<file path="src/rtl/averager_pkg.sv">
`default_nettype none
// ============================================================================
// Module   : averager_pkg
// Brief    : Shared sequencer state encoding and default widths.
// Revision : 1.0 - initial release
// ============================================================================
package averager_pkg;

    localparam int c_WIDTH_DEFAULT     = 8;
    localparam int c_TIMEOUT_W_DEFAULT = 24;

    typedef enum logic [2:0] {
        ST_IDLE   = 3'd0,
        ST_ARM    = 3'd1,
        ST_RUN    = 3'd2,
        ST_FINISH = 3'd3,
        ST_DONE   = 3'd4,
        ST_ERROR  = 3'd5
    } state_t;

endpackage
`default_nettype wire

</file>
<file path="src/rtl/averager_sequencer_if.sv">
`default_nettype none
// ============================================================================
// Module   : averager_sequencer_if
// Brief    : Control, config and averager-side signals of the sequencer.
// Revision : 1.0 - initial release
// ============================================================================
interface averager_sequencer_if
    import averager_pkg::*;
#(
    parameter int WIDTH = c_WIDTH_DEFAULT
);
    localparam int c_NW = 32 - WIDTH;

    logic             start;
    logic             abort;
    logic             ack;
    logic [WIDTH-1:0] cfg_period;
    logic [WIDTH-1:0] cfg_threshold;
    logic [c_NW-1:0]  cfg_n_target;
    logic [c_NW-1:0]  n_avg;
    logic             ready;
    logic [WIDTH-1:0] period;
    logic [WIDTH-1:0] threshold;
    logic             restart;
    logic             avg_on;
    logic             busy;
    logic             done;
    logic             err;

    modport master (
        output start, abort, ack, cfg_period, cfg_threshold, cfg_n_target,
               n_avg, ready,
        input  period, threshold, restart, avg_on, busy, done, err
    );

    modport slave (
        input  start, abort, ack, cfg_period, cfg_threshold, cfg_n_target,
               n_avg, ready,
        output period, threshold, restart, avg_on, busy, done, err
    );

endinterface
`default_nettype wire

</file>
<file path="src/rtl/averager_sequencer_stall_timer.sv">
`default_nettype none
// ============================================================================
// Module   : averager_sequencer_stall_timer
// Brief    : Saturating stall counter, cleared whenever the watched value moves.
// Revision : 1.0 - initial release
// ============================================================================
module averager_sequencer_stall_timer #(
    parameter int TIMEOUT_W = 24,
    parameter int VALUE_W   = 24
) (
    input  wire logic               clk,
    input  wire logic               resetn,
    input  wire logic               i_clear,
    input  wire logic               i_enable,
    input  wire logic [VALUE_W-1:0] i_value,
    output logic                    o_terminal
);

    logic [VALUE_W-1:0]   r_prev;
    logic [TIMEOUT_W-1:0] r_count;
    logic                 w_changed;

    assign w_changed  = (i_value != r_prev);
    assign o_terminal = &r_count;

    always_ff @(posedge clk or negedge resetn) begin
        if (!resetn) begin
            r_prev  <= '0;
            r_count <= '0;
        end else begin
            r_prev <= i_value;
            if (i_clear || w_changed) begin
                r_count <= '0;
            end else if (i_enable && !o_terminal) begin
                r_count <= r_count + 1'b1;
            end
        end
    end

endmodule
`default_nettype wire

</file>
<file path="src/rtl/averager_sequencer.sv">
`default_nettype none
// ============================================================================
// Module   : averager_sequencer
// Brief    : Launches, monitors and terminates averager acquisitions.
// Revision : 1.0 - initial release
// ============================================================================
module averager_sequencer
    import averager_pkg::*;
#(
    parameter int WIDTH     = c_WIDTH_DEFAULT,
    parameter int TIMEOUT_W = c_TIMEOUT_W_DEFAULT
) (
    input  wire logic clk,
    input  wire logic resetn,
    averager_sequencer_if.slave bus
);

    localparam int c_NW = 32 - WIDTH;

    state_t           r_state;
    logic [WIDTH-1:0] r_period;
    logic [WIDTH-1:0] r_threshold;
    logic [c_NW-1:0]  r_target;
    logic             r_restart;
    logic             r_avg_on;
    logic             r_busy;
    logic             r_done;
    logic             r_err;
    logic             r_ready_prev;

    logic             w_launch;
    logic             w_target_hit;
    logic             w_ready_rise;
    logic             w_timeout;
    logic [c_NW-1:0]  w_cfg_target;

    // A request for zero averages still collects one.
    assign w_cfg_target = (bus.cfg_n_target == '0) ? {{(c_NW-1){1'b0}}, 1'b1}
                                                   : bus.cfg_n_target;
    assign w_launch     = bus.start && (r_state inside {ST_IDLE, ST_DONE, ST_ERROR});
    assign w_target_hit = bus.ready && (bus.n_avg >= r_target);
    assign w_ready_rise = bus.ready && !r_ready_prev;

    averager_sequencer_stall_timer #(
        .TIMEOUT_W (TIMEOUT_W),
        .VALUE_W   (c_NW)
    ) u_stall_timer (
        .clk        (clk),
        .resetn     (resetn),
        .i_clear    (r_state == ST_ARM),
        .i_enable   ((r_state == ST_RUN) || (r_state == ST_FINISH)),
        .i_value    (bus.n_avg),
        .o_terminal (w_timeout)
    );

    always_ff @(posedge clk or negedge resetn) begin
        if (!resetn) begin
            r_state      <= ST_IDLE;
            r_period     <= '0;
            r_threshold  <= '0;
            r_target     <= {{(c_NW-1){1'b0}}, 1'b1};
            r_restart    <= 1'b0;
            r_avg_on     <= 1'b0;
            r_busy       <= 1'b0;
            r_done       <= 1'b0;
            r_err        <= 1'b0;
            r_ready_prev <= 1'b0;
        end else begin
            r_ready_prev <= bus.ready;
            r_restart    <= 1'b0;
            if (w_launch) begin
                // Launch wins over ack when both arrive in DONE/ERROR.
                r_period    <= bus.cfg_period;
                r_threshold <= bus.cfg_threshold;
                r_target    <= w_cfg_target;
                r_state     <= ST_ARM;
                r_restart   <= 1'b1;
                r_avg_on    <= 1'b1;
                r_busy      <= 1'b1;
                r_done      <= 1'b0;
                r_err       <= 1'b0;
            end else begin
                case (r_state)
                    ST_ARM, ST_RUN, ST_FINISH: begin
                        if (bus.abort) begin
                            r_state  <= ST_IDLE;
                            r_avg_on <= 1'b0;
                            r_busy   <= 1'b0;
                        end else if (r_state == ST_ARM) begin
                            r_state <= ST_RUN;
                        end else if (w_timeout) begin
                            r_state  <= ST_ERROR;
                            r_avg_on <= 1'b0;
                            r_busy   <= 1'b0;
                            r_err    <= 1'b1;
                        end else if (r_state == ST_RUN && w_target_hit) begin
                            r_state  <= ST_FINISH;
                            r_avg_on <= 1'b0;
                        end else if (r_state == ST_FINISH && w_ready_rise) begin
                            r_state <= ST_DONE;
                            r_busy  <= 1'b0;
                            r_done  <= 1'b1;
                        end
                    end
                    ST_DONE, ST_ERROR: begin
                        if (bus.ack) begin
                            r_state <= ST_IDLE;
                            r_done  <= 1'b0;
                            r_err   <= 1'b0;
                        end
                    end
                    default: begin
                        r_state  <= ST_IDLE;
                        r_avg_on <= 1'b0;
                        r_busy   <= 1'b0;
                    end
                endcase
            end
        end
    end

    assign bus.period    = r_period;
    assign bus.threshold = r_threshold;
    assign bus.restart   = r_restart;
    assign bus.avg_on    = r_avg_on;
    assign bus.busy      = r_busy;
    assign bus.done      = r_done;
    assign bus.err       = r_err;

endmodule
`default_nettype wire

</file>
<file path="src/flat_wrapper.sv">
// flat-port wrapper written by rule: the top's interface ports become plain ports
module averager_sequencer_flat import averager_pkg::*;
#(
    parameter int WIDTH     = c_WIDTH_DEFAULT,
    parameter int TIMEOUT_W = c_TIMEOUT_W_DEFAULT
)
  (clk, resetn, bus_start, bus_abort, bus_ack, bus_cfg_period, bus_cfg_threshold, bus_cfg_n_target, bus_n_avg, bus_ready, bus_period, bus_threshold, bus_restart, bus_avg_on, bus_busy, bus_done, bus_err);
  averager_sequencer_if #(.WIDTH(WIDTH)) bus_i ();
  input  wire logic clk;
  input  wire logic resetn;
  input wire logic [$bits(bus_i.start)-1:0] bus_start;
  input wire logic [$bits(bus_i.abort)-1:0] bus_abort;
  input wire logic [$bits(bus_i.ack)-1:0] bus_ack;
  input wire logic [$bits(bus_i.cfg_period)-1:0] bus_cfg_period;
  input wire logic [$bits(bus_i.cfg_threshold)-1:0] bus_cfg_threshold;
  input wire logic [$bits(bus_i.cfg_n_target)-1:0] bus_cfg_n_target;
  input wire logic [$bits(bus_i.n_avg)-1:0] bus_n_avg;
  input wire logic [$bits(bus_i.ready)-1:0] bus_ready;
  output wire logic [$bits(bus_i.period)-1:0] bus_period;
  output wire logic [$bits(bus_i.threshold)-1:0] bus_threshold;
  output wire logic [$bits(bus_i.restart)-1:0] bus_restart;
  output wire logic [$bits(bus_i.avg_on)-1:0] bus_avg_on;
  output wire logic [$bits(bus_i.busy)-1:0] bus_busy;
  output wire logic [$bits(bus_i.done)-1:0] bus_done;
  output wire logic [$bits(bus_i.err)-1:0] bus_err;
  assign bus_i.start = bus_start;
  assign bus_i.abort = bus_abort;
  assign bus_i.ack = bus_ack;
  assign bus_i.cfg_period = bus_cfg_period;
  assign bus_i.cfg_threshold = bus_cfg_threshold;
  assign bus_i.cfg_n_target = bus_cfg_n_target;
  assign bus_i.n_avg = bus_n_avg;
  assign bus_i.ready = bus_ready;
  assign bus_period = bus_i.period;
  assign bus_threshold = bus_i.threshold;
  assign bus_restart = bus_i.restart;
  assign bus_avg_on = bus_i.avg_on;
  assign bus_busy = bus_i.busy;
  assign bus_done = bus_i.done;
  assign bus_err = bus_i.err;
  averager_sequencer #(.WIDTH(WIDTH), .TIMEOUT_W(TIMEOUT_W)) u_core (.clk(clk), .resetn(resetn), .bus(bus_i));
endmodule
</file>
<file path="config.mk">
export PLATFORM = sky130hd
export DESIGN_NAME = averager_sequencer_flat
export DESIGN_NICKNAME = d
export VERILOG_FILES = /design/src/rtl/averager_pkg.sv /design/src/rtl/averager_sequencer_if.sv /design/src/rtl/averager_sequencer_stall_timer.sv /design/src/rtl/averager_sequencer.sv /design/src/flat_wrapper.sv
export SDC_FILE = /design/constraint.sdc
export NUM_CORES = 1
export LEC_CHECK = 0
export ABC_AREA = 1
export BUFFER_PORTS_ARGS = -buffer_cell sky130_fd_sc_hd__buf_2
export CAP_MARGIN = 10
export CORE_AREA = 2 2 103 105
export DETAILED_ROUTE_END_ITERATION = 8
export DIE_AREA = 0 0 105 107
export PLACE_DENSITY = 0.72
export RECOVER_POWER = 25
export SLEW_MARGIN = 20
export SYNTH_ARGS = -nofsm -noshare
export SYNTH_HDL_FRONTEND = slang
export SYNTH_SLANG_ARGS = --single-unit
</file>
<file path="constraint.sdc">
create_clock -name clk -period 2.3 [get_ports clk]
set_clock_uncertainty 0.15 [all_clocks]
set_input_delay 0.345 -clock clk [delete_from_list [all_inputs] [get_ports clk]]
set_output_delay 0.345 -clock clk [all_outputs]
set_load 0.01 [all_outputs]
</file>
==> out/metrics.yaml <==
crit_path_start_kind: "input pin"
antenna_left: 0
crit_path_max_incr_delay_ps: 540
cp_top_family: "simple AND/OR/NAND/NOR gates"
muxShareOfSynthArea_pct: 0
grt_max_degree: 66
io_pins: 91
cpMaxStageDelayCell: "dlygate4sd3_1"
switching_share_pct: 35.2
track_usage_pct: 20.5
cpMostUsedCell: "nand2_2"
fin_hold_ws_ps: 27.3
yosysUniqueCellTypes: 40
cts_tree: "done"
syn_area_per_cell_um2: 8.41
seqPwrFrac_pct: 41.4
required_ps: 2430
synth-seq-cells: 97
drive_above_1_share_pct: 20.1
relSlewSlack_pct: 48.2
critPathArrivalTime_ps: 2340
ys_seq_area_share_pct: 49.0
cts-root-buf: "clkbuf_8"
cts_max_level: 3
pre_cts_ws_ps: 200
p_leak_nw: 2.95
cts_buffers: 9
grt_pass1_wl_um: 18600
path_buf_inv: 2
wl_um: 10900
clock_sink_count: 97
combPwrFrac_pct: 35.1
post-route-min-period_ps: 2210
setup_viol: 0
ys_warn_count: 0
power.density_mw_per_mm2: 904
worstSetupPathType: "in -> reg"
maxSlewViolCount: 0
clk_latency_ps: 360
area_growth_pct: 24.6
synth_top_family_by_area: "simple AND/OR/NAND/NOR gates"
io_buffers: 90
intPower_mw: 3.62
p_clk_share_pct: 23.5
finalCritPeriodShare_pct: 96.0
dr.first_iter.drc_count: 215
clk_pin_slew_ps: 90
worst_slack_ps: 91.8
cp_cell_sequence: "dlygate4sd3_1 > buf_2 > ha_4 > nand2_2 > nor2_2 > nand3_1 > nor2_1 > nand2_1 > nand2_2 > nand2_2 > nand3_1 > nand2_1 > o21bai_1"
rsz0062_at_grt: "yes"
grt_antenna_before_repair: 0
die_height_um: 107
cp-end-kind: "flip-flop"
diodes: 0
synthXorXnorAreaFrac_pct: 4.24
coreArea_mm2: 0.0101
drc: 0
via_per_inst: 4.92
grt-ovfl-total: 0
netlist_area_mm2: 0.00495
final_nets: 807
tightest_slew_ps: 777
drv_cap: 0
std_cell_rows: 37
fmax_mhz: 453
gp_congestion: 0.864
synthAdderAreaFrac_pct: 6.31
layout_commonest_cell: "nand2_1"
synth-simple-area-share_pct: 25.8
cts.path.max_buffers: 2
chipWidth_um: 105
synth_fp_nets: 684
vdd_drop_max_mv: 0.597
cp_max_fo: 3
syn_inst: 589
synth_compound_area_share_pct: 7.90
finalHoldViolCount: 0
min_path_type: "in -> reg"
mostFrequentLayoutCells: "161 x nand2_1, 96 x dfrtp_1, 78 x buf_2"
dr.pass1.iters: 4
status: "complete, no violations"
netSwitchingPower_mw: 1.96
grt_pass1_vias: 4214
wl_per_cell_um: 12.8
vias: 4201
initial_utilization_pct: 49.1
die_area_mm2: 0.0112
dp_hpwl_um: 8100
## registers in the layout, indices dropped and copies added, names as in the netlist
name,cells
u_core.bus.threshold,8
u_core.u_stall_timer.r_prev,24
u_core.u_stall_timer.r_count,24
u_core.bus.avg_on,1
u_core.bus.period,8
u_core.bus.busy,1
u_core.bus.done,1
u_core.r_ready_prev,1
u_core.bus.err,1
u_core.r_state,3
u_core.r_target,24
u_core.bus.restart,1
## per-layer routing
layer | wire length (µm) | global-route usage [%]
met2 | 5290 | 35.2
met4 | 158 | 7.24
met1 | 5040 | 26.4
met3 | 392 | 3.04
met5 | 0 | 0
## worst paths after layout
check / depth (start not counted) / start / to / slack (ps)
worst max-delay path: 13 / bus_n_avg[23] / u_core.r_state[2]$_DFFE_PN0P_ / 90
worst min-delay path: 3 / bus_cfg_threshold[4] / u_core.bus.threshold[4]$_DFFE_PN0P_ / 30
worst max register to register: 11 / u_core.u_stall_timer.r_count[0]$_DFFE_PN0P_ / u_core.u_stall_timer.r_count[22]$_DFFE_PN0P_ / 230
worst min register to register: 2 / u_core.bus.threshold[2]$_DFFE_PN0P_ / u_core.bus.threshold[2]$_DFFE_PN0P_ / 330
max in group asynchronous: 3 / resetn / u_core.u_stall_timer.r_count[16]$_DFFE_PN0P_ / 740
min in group asynchronous: 2 / resetn / u_core.r_target[16]$_DFFE_PN0P_ / 440
## repair_timing
action                                  CTS  global route
gates resized for setup                   0            21
hold buffers                             26             0
endpoints found under the setup margin    0            17
buffers inserted                          0             2
hold endpoints to repair                 54             0
## power groups by stage
stage          registers (mW)  logic, mW  clock network [mW]
6_report                 2.31       1.96                1.31
5_1_grt                  2.35       2.27                1.40
4_1_cts                  2.31       1.84                1.34
3_5_place_dp             2.34       1.80                   0
3_3_place_gp             2.33       1.74                   0
2_1_floorplan            2.39       1.14                   0
## synth_stat cells (all sizes together)
master / number / area (µm²)
nor2: 56 / 235
xnor2: 8 / 70.1
o21ai: 33 / 165
nand4: 8 / 50.1
or4: 2 / 15.0
nand2: 171 / 659
a21oi: 26 / 130
clkinv: 2 / 7.51
clkbuf: 4 / 15.0
nor3: 16 / 106
buf: 6 / 35.0
nor4: 4 / 25.0
ha: 25 / 313
dfrtp: 96 / 2400
xor2: 16 / 140
o31ai: 4 / 30.0
a21o: 2 / 15.0
nand3b: 2 / 15.0
inv: 73 / 277
o21a: 4 / 30.0
nand3: 25 / 158
dfstp: 1 / 26.3
a31oi: 1 / 6.26
nor3b: 1 / 7.51
or2: 1 / 6.26
o21bai: 2 / 15.0
## worst register-to-register path, cell delays in order (launching register included)
cell	delay, ps
dfrtp_1	390
ha_1	200
inv_1	80
nor2_4	170
nand3_2	140
nor2_4	130
nand3_2	90
nand3b_1	210
nor2_2	160
nand2_1	90
o21ai_1	120
nor2_1	50
## area by class of cell
cell class | instances | area [µm²]
clock inverter | 5 | 104
sequential | 97 | 2430
timing repair buffer | 122 | 754
clock buffer | 11 | 131
fill | 915 | 3920
inverter | 75 | 289
tap | 136 | 170
multi-input combinational | 407 | 2300
## metrics by stage
stage | util, % | cells | power, mW | area [µm²] | TNS, ps
floorplan | - | 589 | 3.53 | 4950 | 0
global placement | 55.2 | 809 | 4.07 | 5580 | 0
detailed placement | 55.2 | 809 | 4.13 | 5580 | 0
CTS | 60.2 | 851 | 5.49 | 6070 | 0
global route | 61.2 | 853 | 6.03 | 6170 | -5.93
finish | 61.2 | 853 | 5.58 | 6170 | 0
## cell families after synthesis
logic type / after synthesis
AO/OA/AOI/OAI: 72
XOR/XNOR: 24
adder cells (fa/ha/maj): 25
buffers and inverters: 85
flip-flops: 97
AND/OR/NAND/NOR: 286
No activity file was read; power rests on OpenSTA's default activity.
